[src/rtl/m_control_pkg.sv]
// Shared definitions for the M-extension unit: mux encodings/widths, funct3 codes, FSM states.
// Latency: n/a (constants and types only).
// Backpressure: n/a. Divide support is controlled by the M_DIV_EN macro in the users of this package.
package m_control_pkg;

    localparam int MUX_R_LENGTH = 3;
    localparam int MUX_D_LENGTH = 2;
    localparam int MUX_Z_LENGTH = 2;

    // Remainder register select
    localparam logic [MUX_R_LENGTH-1:0] MUX_R_KEEP       = 3'd0;
    localparam logic [MUX_R_LENGTH-1:0] MUX_R_A          = 3'd1;
    localparam logic [MUX_R_LENGTH-1:0] MUX_R_A_NEG      = 3'd2;
    localparam logic [MUX_R_LENGTH-1:0] MUX_R_SUB_KEEP   = 3'd3;
    localparam logic [MUX_R_LENGTH-1:0] MUX_R_MULT_LOWER = 3'd4;

    // Divisor register select
    localparam logic [MUX_D_LENGTH-1:0] MUX_D_KEEP  = 2'd0;
    localparam logic [MUX_D_LENGTH-1:0] MUX_D_B     = 2'd1;
    localparam logic [MUX_D_LENGTH-1:0] MUX_D_B_NEG = 2'd2;
    localparam logic [MUX_D_LENGTH-1:0] MUX_D_SHR   = 2'd3;

    // Quotient register select
    localparam logic [MUX_Z_LENGTH-1:0] MUX_Z_KEEP       = 2'd0;
    localparam logic [MUX_Z_LENGTH-1:0] MUX_Z_ZERO       = 2'd1;
    localparam logic [MUX_Z_LENGTH-1:0] MUX_Z_SHL_ADD    = 2'd2;
    localparam logic [MUX_Z_LENGTH-1:0] MUX_Z_MULT_UPPER = 2'd3;

    // RV32M funct3 codes
    localparam logic [2:0] F3_MUL    = 3'b000;
    localparam logic [2:0] F3_MULH   = 3'b001;
    localparam logic [2:0] F3_MULHSU = 3'b010;
    localparam logic [2:0] F3_MULHU  = 3'b011;
    localparam logic [2:0] F3_DIV    = 3'b100;
    localparam logic [2:0] F3_DIVU   = 3'b101;
    localparam logic [2:0] F3_REM    = 3'b110;
    localparam logic [2:0] F3_REMU   = 3'b111;

    typedef enum logic [2:0] {
        ST_IDLE = 3'd0,
        ST_MUL  = 3'd1,
        ST_LOAD = 3'd2,
        ST_ITER = 3'd3,
        ST_DONE = 3'd4
    } m_state_e;

    // DIV and REM are the signed divide ops; their funct3 LSB is 0
    function automatic logic f3_is_signed_div(input logic [2:0] f3);
        return f3[2] && !f3[0];
    endfunction

endpackage

[src/rtl/m_control_iter_counter.sv]
// Divide iteration counter: parallel load, decrement to zero and hold, zero flag.
// Latency: load/decrement visible the cycle after the request; zero flag is combinational from the count.
// Backpressure: none; decrement requests at zero are ignored.
module m_iter_counter #(
    parameter int W = 5
) (
    input  logic         clk,
    input  logic         resetn,
    input  logic         load,
    input  logic         dec,
    input  logic [W-1:0] load_val,
    output logic         zero
);

    logic [W-1:0] cnt_q, cnt_d;

    // next count: load wins over decrement, saturate at zero
    always_comb begin
        cnt_d = cnt_q;
        if (load) begin
            cnt_d = load_val;
        end else if (dec && (cnt_q != '0)) begin
            cnt_d = cnt_q - W'(1);
        end
    end

    // count register
    always_ff @(posedge clk or negedge resetn) begin
        if (!resetn) begin
            cnt_q <= '0;
        end else begin
            cnt_q <= cnt_d;
        end
    end

    assign zero = (cnt_q == '0);

endmodule

[src/rtl/m_control.sv]
// M-extension sequencer: drives R/D/Z mux selects for one-step multiply or restoring divide (macro M_DIV_EN).
// Latency: multiply 2 cycles start->done; divide ITER+2; without M_DIV_EN a divide op ends in 1 with illegal.
// Backpressure: ready only in IDLE; start seen while busy or in DONE is dropped, not queued.
module m_control
    import m_control_pkg::*;
#(
    parameter int ITER = 32
) (
    input  logic                    clk,
    input  logic                    resetn,
    input  logic                    start,
    input  logic [2:0]              funct3,
    input  logic                    rs1_sign,
    input  logic                    rs2_sign,
    input  logic                    rs2_zero,
    input  logic                    sub_neg,
    output logic [MUX_R_LENGTH-1:0] mux_R,
    output logic [MUX_D_LENGTH-1:0] mux_D,
    output logic [MUX_Z_LENGTH-1:0] mux_Z,
    output logic                    mult_signed_a,
    output logic                    mult_signed_b,
    output logic                    ready,
    output logic                    busy,
    output logic                    done,
    output logic                    res_sel,
    output logic                    res_neg,
    output logic                    illegal
);

    m_state_e   state_q, state_d;
    logic [2:0] op_q, op_d;

`ifdef M_DIV_EN
    localparam int CNT_W = $clog2(ITER);

    logic rs1_sign_q, rs1_sign_d;
    logic rs2_sign_q, rs2_sign_d;
    logic rs2_zero_q, rs2_zero_d;
    logic cnt_zero;
    logic div_signed;

    assign div_signed = f3_is_signed_div(op_q);

    m_iter_counter #(.W(CNT_W)) u_iter_counter (
        .clk      (clk),
        .resetn   (resetn),
        .load     (state_q == ST_LOAD),
        .dec      (state_q == ST_ITER),
        .load_val (CNT_W'(ITER - 1)),
        .zero     (cnt_zero)
    );
`else
    // divide datapath feedback and operand signs have no consumer in a multiply-only build
    logic unused_div;
    assign unused_div = ^{sub_neg, rs1_sign, rs2_sign, rs2_zero, ITER[0]};
`endif

    // state and captured-op registers
    always_ff @(posedge clk or negedge resetn) begin
        if (!resetn) begin
            state_q    <= ST_IDLE;
            op_q       <= '0;
`ifdef M_DIV_EN
            rs1_sign_q <= 1'b0;
            rs2_sign_q <= 1'b0;
            rs2_zero_q <= 1'b0;
`endif
        end else begin
            state_q    <= state_d;
            op_q       <= op_d;
`ifdef M_DIV_EN
            rs1_sign_q <= rs1_sign_d;
            rs2_sign_q <= rs2_sign_d;
            rs2_zero_q <= rs2_zero_d;
`endif
        end
    end

    // next state; op fields are captured only when a start is accepted in IDLE
    always_comb begin
        state_d    = state_q;
        op_d       = op_q;
`ifdef M_DIV_EN
        rs1_sign_d = rs1_sign_q;
        rs2_sign_d = rs2_sign_q;
        rs2_zero_d = rs2_zero_q;
`endif
        case (state_q)
            ST_IDLE: begin
                if (start) begin
                    op_d = funct3;
`ifdef M_DIV_EN
                    rs1_sign_d = rs1_sign;
                    rs2_sign_d = rs2_sign;
                    rs2_zero_d = rs2_zero;
                    state_d    = funct3[2] ? ST_LOAD : ST_MUL;
`else
                    state_d    = funct3[2] ? ST_DONE : ST_MUL;
`endif
                end
            end
            ST_MUL:  state_d = ST_DONE;
`ifdef M_DIV_EN
            ST_LOAD: state_d = ST_ITER;
            ST_ITER: state_d = cnt_zero ? ST_DONE : ST_ITER;
`endif
            ST_DONE: state_d = ST_IDLE;
            default: state_d = ST_IDLE;
        endcase
    end

    // Moore outputs decoded from state and the captured op
    always_comb begin
        mux_R         = MUX_R_KEEP;
        mux_D         = MUX_D_KEEP;
        mux_Z         = MUX_Z_KEEP;
        mult_signed_a = 1'b0;
        mult_signed_b = 1'b0;
        ready         = 1'b0;
        busy          = 1'b1;
        done          = 1'b0;
        illegal       = 1'b0;
        res_sel       = 1'b0;
        res_neg       = 1'b0;
        case (state_q)
            ST_IDLE: begin
                ready = 1'b1;
                busy  = 1'b0;
            end
            ST_MUL: begin
                mux_R         = MUX_R_MULT_LOWER;
                mux_Z         = MUX_Z_MULT_UPPER;
                mult_signed_a = (op_q == F3_MULH) || (op_q == F3_MULHSU);
                mult_signed_b = (op_q == F3_MULH);
            end
`ifdef M_DIV_EN
            ST_LOAD: begin
                mux_Z = MUX_Z_ZERO;
                mux_R = (div_signed && rs1_sign_q) ? MUX_R_A_NEG : MUX_R_A;
                mux_D = (div_signed && rs2_sign_q) ? MUX_D_B_NEG : MUX_D_B;
            end
            ST_ITER: begin
                mux_R = MUX_R_SUB_KEEP;
                mux_Z = MUX_Z_SHL_ADD;
                mux_D = MUX_D_SHR;
            end
`endif
            ST_DONE: begin
                done = 1'b1;
`ifndef M_DIV_EN
                illegal = op_q[2];
`endif
            end
            default: ;
        endcase
        // result steering holds from the first working state through DONE
        if (state_q != ST_IDLE) begin
            if (!op_q[2]) begin
                res_sel = (op_q != F3_MUL);
            end
`ifdef M_DIV_EN
            else begin
                res_sel = !op_q[1];
                // divide-by-zero quotient is already all-ones, so it must not be negated
                res_neg = op_q[1] ? (div_signed && rs1_sign_q)
                                  : (div_signed && (rs1_sign_q ^ rs2_sign_q) && !rs2_zero_q);
            end
`endif
        end
    end

endmodule

[config.mk]
export PLATFORM = sky130hd
export DESIGN_NAME = m_control
export DESIGN_NICKNAME = d
export VERILOG_FILES = /design/src/rtl/m_control_pkg.sv /design/src/rtl/m_control_iter_counter.sv /design/src/rtl/m_control.sv
export SDC_FILE = /design/constraint.sdc
export NUM_CORES = 1
export LEC_CHECK = 0
export ABC_CLOCK_PERIOD_IN_PS = 1650
export CORE_AREA = 2 2 39 41
export CTS_BUF_LIST = sky130_fd_sc_hd__clkbuf_2
export CTS_CLUSTER_SIZE = 25
export DETAILED_ROUTE_END_ITERATION = 7
export DIE_AREA = 0 0 41 43
export DONT_BUFFER_PORTS = 1
export PLACE_DENSITY_LB_ADDON = 0.12
export SLEW_MARGIN = 20
export SYNTH_ARGS = -nofsm -noshare
export SYNTH_HDL_FRONTEND = slang
export SYNTH_SLANG_ARGS = --single-unit
export TNS_END_PERCENT = 10
[constraint.sdc]
create_clock -name clk -period 1.65 [get_ports clk]
set_input_delay 0.495 -clock clk [delete_from_list [all_inputs] [get_ports clk]]
set_output_delay 0.495 -clock clk [all_outputs]
set_load 0.1 [all_outputs]
After elaboration in Yosys (flattened, before gate mapping). Index checks and enable logic that the tools add are counted.

Bits in registers: 6. Logic and storage cells: 25. Input port bits: 10.

Reductions and logical operators: 5. Eq/ne operators: 5. Muxes and demuxes: 13.

Operator list (count): two-way mux 3 bit (3); two-way mux 1 bit (8); == test 3 x 1 -> 1 bit (second input constant) (2); case mux 3 bit (2 select lines) (1); nonzero test 3 bit (2); == test 3 x 2 -> 1 bit (second input constant) (1); == test 3 bit (second input constant) (1); logical NOT 3 bit (1); two-way mux 2 bit (1); inequality test 2 bit (second input constant) (1); AND reduction 2 bit (1); logical OR 1 bit (1).

Longest topological paths before layout.
Word-level depth: 3. Mapped depth: 2. Gate-level depth less buffers: 2.

Least setup slack after synthesis. Ideal clock, no wire load.

Path type: flip-flop to output port. Start point: register state_q[2]. End point: output res_sel. Setup slack: -1.857 ns. Cell stages (with the launch flop): 3. Data required time: 1.155 ns. Arrival time: 3.012 ns. Path through: dfrtp_1 nor2_1 nor3_1.

Word-level cells in the longest chain between the ends: 2.

RTL lines: start, declared (RTL line m_control.sv:30) `m_state_e state_q, state_d;`; start signal, assigned (RTL line m_control.sv:69) `state_q <= state_d;`; nonzero test 3 bit (RTL line m_control.sv:157) `if (state_q != ST_IDLE) begin`; two-way mux 1 bit (RTL line m_control.sv:157); end, declared (RTL line m_control.sv:25) `output logic res_sel,`.

Every way passes these cells.

Final worst setup path.
Start point: register state_q[2]. End point: output mult_signed_b.

Word-level cells in the longest chain between the ends: 2.

RTL lines: == test 3 x 1 -> 1 bit (RTL line m_control.sv:125) `case (state_q)`; two-way mux 1 bit (RTL line m_control.sv:125); end, declared (RTL line m_control.sv:21) `output logic mult_signed_b,`.

Every way passes these cells.

==> impl_metrics.ini <==
[timing]
timing.final.ws_setup_ns = -0.2669
grt_setup_unrepaired = true
period_share_pct = 116.2
finalSetupViolCount = 7
hold_viol_final = 0
max_freq_mhz = 521.7
finalCriticalPeriod_ns = 1.917
slew_viol_final = 0
holdWs_ns = 0.3403
clock-skew-final_ns = 0.004810

[route]
via_per_inst = 3.787
wl_per_cell_um = 9.426
num_vias = 231
drt_wl_total_um = 575
drt_iter0_markers = 5
ant_nets = 0
dr.pass1.iters = 2
drc = 0

[logic_synthesis]
synth_area_leader_cell = dfrtp_1
synth.top_cell.area_share_pct = 40.00
ys.warnings.count = 0
netlist_instances = 31
yosysUniqueCellTypes = 14
ys_seq_elements = 5
syn_area_sq_um = 312.8
synthTopCellsByArea = dfrtp_1, buf_4, mux2_1, nor3b_2, nor2_1
syn_avg_cell_area_sq_um = 10.09
seq_area_frac_synth_pct = 40.00

[power]
powerDensity_mw_per_mm2 = 1205
power.clock.fraction_pct = 16.4
p_seq_share_pct = 24.2
intPower_uw = 328.4
p_comb_share_pct = 59.4
power_leakage_nw = 0.2455
netSwitchingPower_uw = 338.2
switching_share_pct = 50.74
irDropWorstVdd_mv = 0.4077
p_total_uw = 666.5

[global_route]
track_usage_pct = 8.089
top_usage_layer = met2
grt_pass1_vias = 200
use_met2_pct = 11.25
gr-usage-met3_pct = 2.094
antenna_found_initial = 0
grt_pass1_wl_um = 862
use_met1_pct = 8.224
grt_start_max_net_pins = 6
globalRouteOverflowTotal = 0

[clocking]
numCtsBuffers = 3
clk_latency_ns = 0.21
cts-htree-levels = 1
clock_sinks = 5
cts_tree = yes
root_buffer = clkbuf_2
cts_buffer_depth = 2
clk_pin_slew_ns = 0.05
cts_setup_buffers = 0

[floorplanning]
core_sq_mm = 0.001384
ios = 25
die_w_um = 41
initial_core_util_pct = 22.60
core.rowCount = 14
dieHeight_um = 43
dieArea_sq_mm = 0.001763

[setup_path]
critical_path.max_fanout = 2
critical_path_arrival_ns = 1.42
crit_type = flop to output port
crit_required_ns = 1.15
worst-r2r-cell-count = 3
start_kind = flop
endpoint_kind = output port

[final_layout]
final_nets = 56
mostFrequentLayoutCell = buf_12
area_delta_synth_final_pct = 76.80
regArea_sq_um = 128.9
multiInputGateArea_sq_um = 186.4
drive_above_1_share_pct = 62.22
antenna_cells = 0
layout_common_cells = buf_12, conb_1, clkbuf_2
fill_cells = 138

[hold_path]
hold_depth = 1
hold_path_class = input port to flop

[placed_design]
portBuffers = 0
gp_congestion = 0.6742

[job]
drv_cap = 0

[outcome]
violations = negative setup slack
status = finished, violations left
==> power groups by stage <==
stage | clock network, mW | logic [mW] | registers, mW
after floorplan | 0 | 0.294 | 0.171
after global placement | 0 | 0.373 | 0.162
after detailed placement | 0 | 0.376 | 0.163
after CTS | 0.118 | 0.399 | 0.161
after global routing | 0.129 | 0.408 | 0.164
final | 0.109 | 0.396 | 0.161
==> Yosys cell counts <==
cell,instances
mux2_1,3
nor3b_2,2
and2b_1,1
a21oi_1,1
xnor2_1,1
conb_1,1
nor2b_1,2
nor3_1,1
or3b_1,1
inv_1,1
dfrtp_1,5
nor2_1,4
buf_4,7
and2_1,1
==> cells by family (layout without fill, tap and decap cells) <==
family	after synthesis	after routing	synth area share, %
and+or+nand+nor	12	12	25.60
xor gates and xnor gates	1	1	2.801
DFF	5	5	40.00
other	1	5	1.199
muxes	3	3	10.80
buffers and inverters	8	18	18.00
AOI/OAI and AO/OA	1	1	1.598
==> worst max-delay path, cell delays in order, from the launching register on <==
cell and delay [ns]:
dfrtp_2 0.39, or3b_4 0.40, nor3b_4 0.22, buf_12 0.20
==> flip-flops by register name, summed over array words and instances (netlist names) <==
register  flops
op_q          3
state_q       2
==> metal layers <==
| layer | vias to the layer above | wire length, um |
|---|---|---|
| met5 | - | 0 |
| met4 | 0 | 0 |
| met3 | 0 | 47 |
| met2 | 9 | 349 |
| met1 | 105 | 179 |
| li1 | 117 | - |
==> path summary, 6_finish.rpt <==
check,from,end,slack [ns]
max,state_q[2]$_DFFE_PN0P_,mult_signed_b,-0.27
min,funct3[2],state_q[0]$_DFFE_PN0P_,0.34
max reg2reg,state_q[2]$_DFFE_PN0P_,op_q[1]$_DFFE_PN0P_,0.31
min reg2reg,op_q[0]$_DFFE_PN0P_,op_q[0]$_DFFE_PN0P_,0.55
max in group asynchronous,resetn,op_q[1]$_DFFE_PN0P_,0.88
min in group asynchronous,resetn,state_q[2]$_DFFE_PN0P_,0.57
==> per-stage QoR <==
step | area, sq um | setup slack (ns) | util [%] | setup TNS, ns | cells
after floorplan | 370.4 | -0.5373 | - | -2.516 | 35
after global placement | 490.5 | -0.03837 | 35.44 | -0.03837 | 56
after detailed placement | 490.5 | -0.05405 | 35.44 | -0.05730 | 56
after CTS | 551.8 | -0.2999 | 39.87 | -0.9725 | 61
after global routing | 553.0 | -0.3502 | 39.96 | -1.294 | 61
final | 553.0 | -0.2669 | 39.96 | -0.7460 | 61
==> timing repair <==
item                       4_1_cts  5_1_grt
hold endpoints to repair         5        0
hold buffers                     1        0
setup endpoints to repair       10       10
resized for setup                8        1
==> cell type report <==
cell class | count | area share, %
Clock buffer | 4 | 3.620
Inverter | 1 | 0.6787
Multi-Input combinational cell | 22 | 33.71
Sequential cell | 5 | 23.30
Tap cell | 16 | 3.620
Timing Repair Buffer | 13 | 35.07
Note: power is estimated with default switching activity, not from simulation.
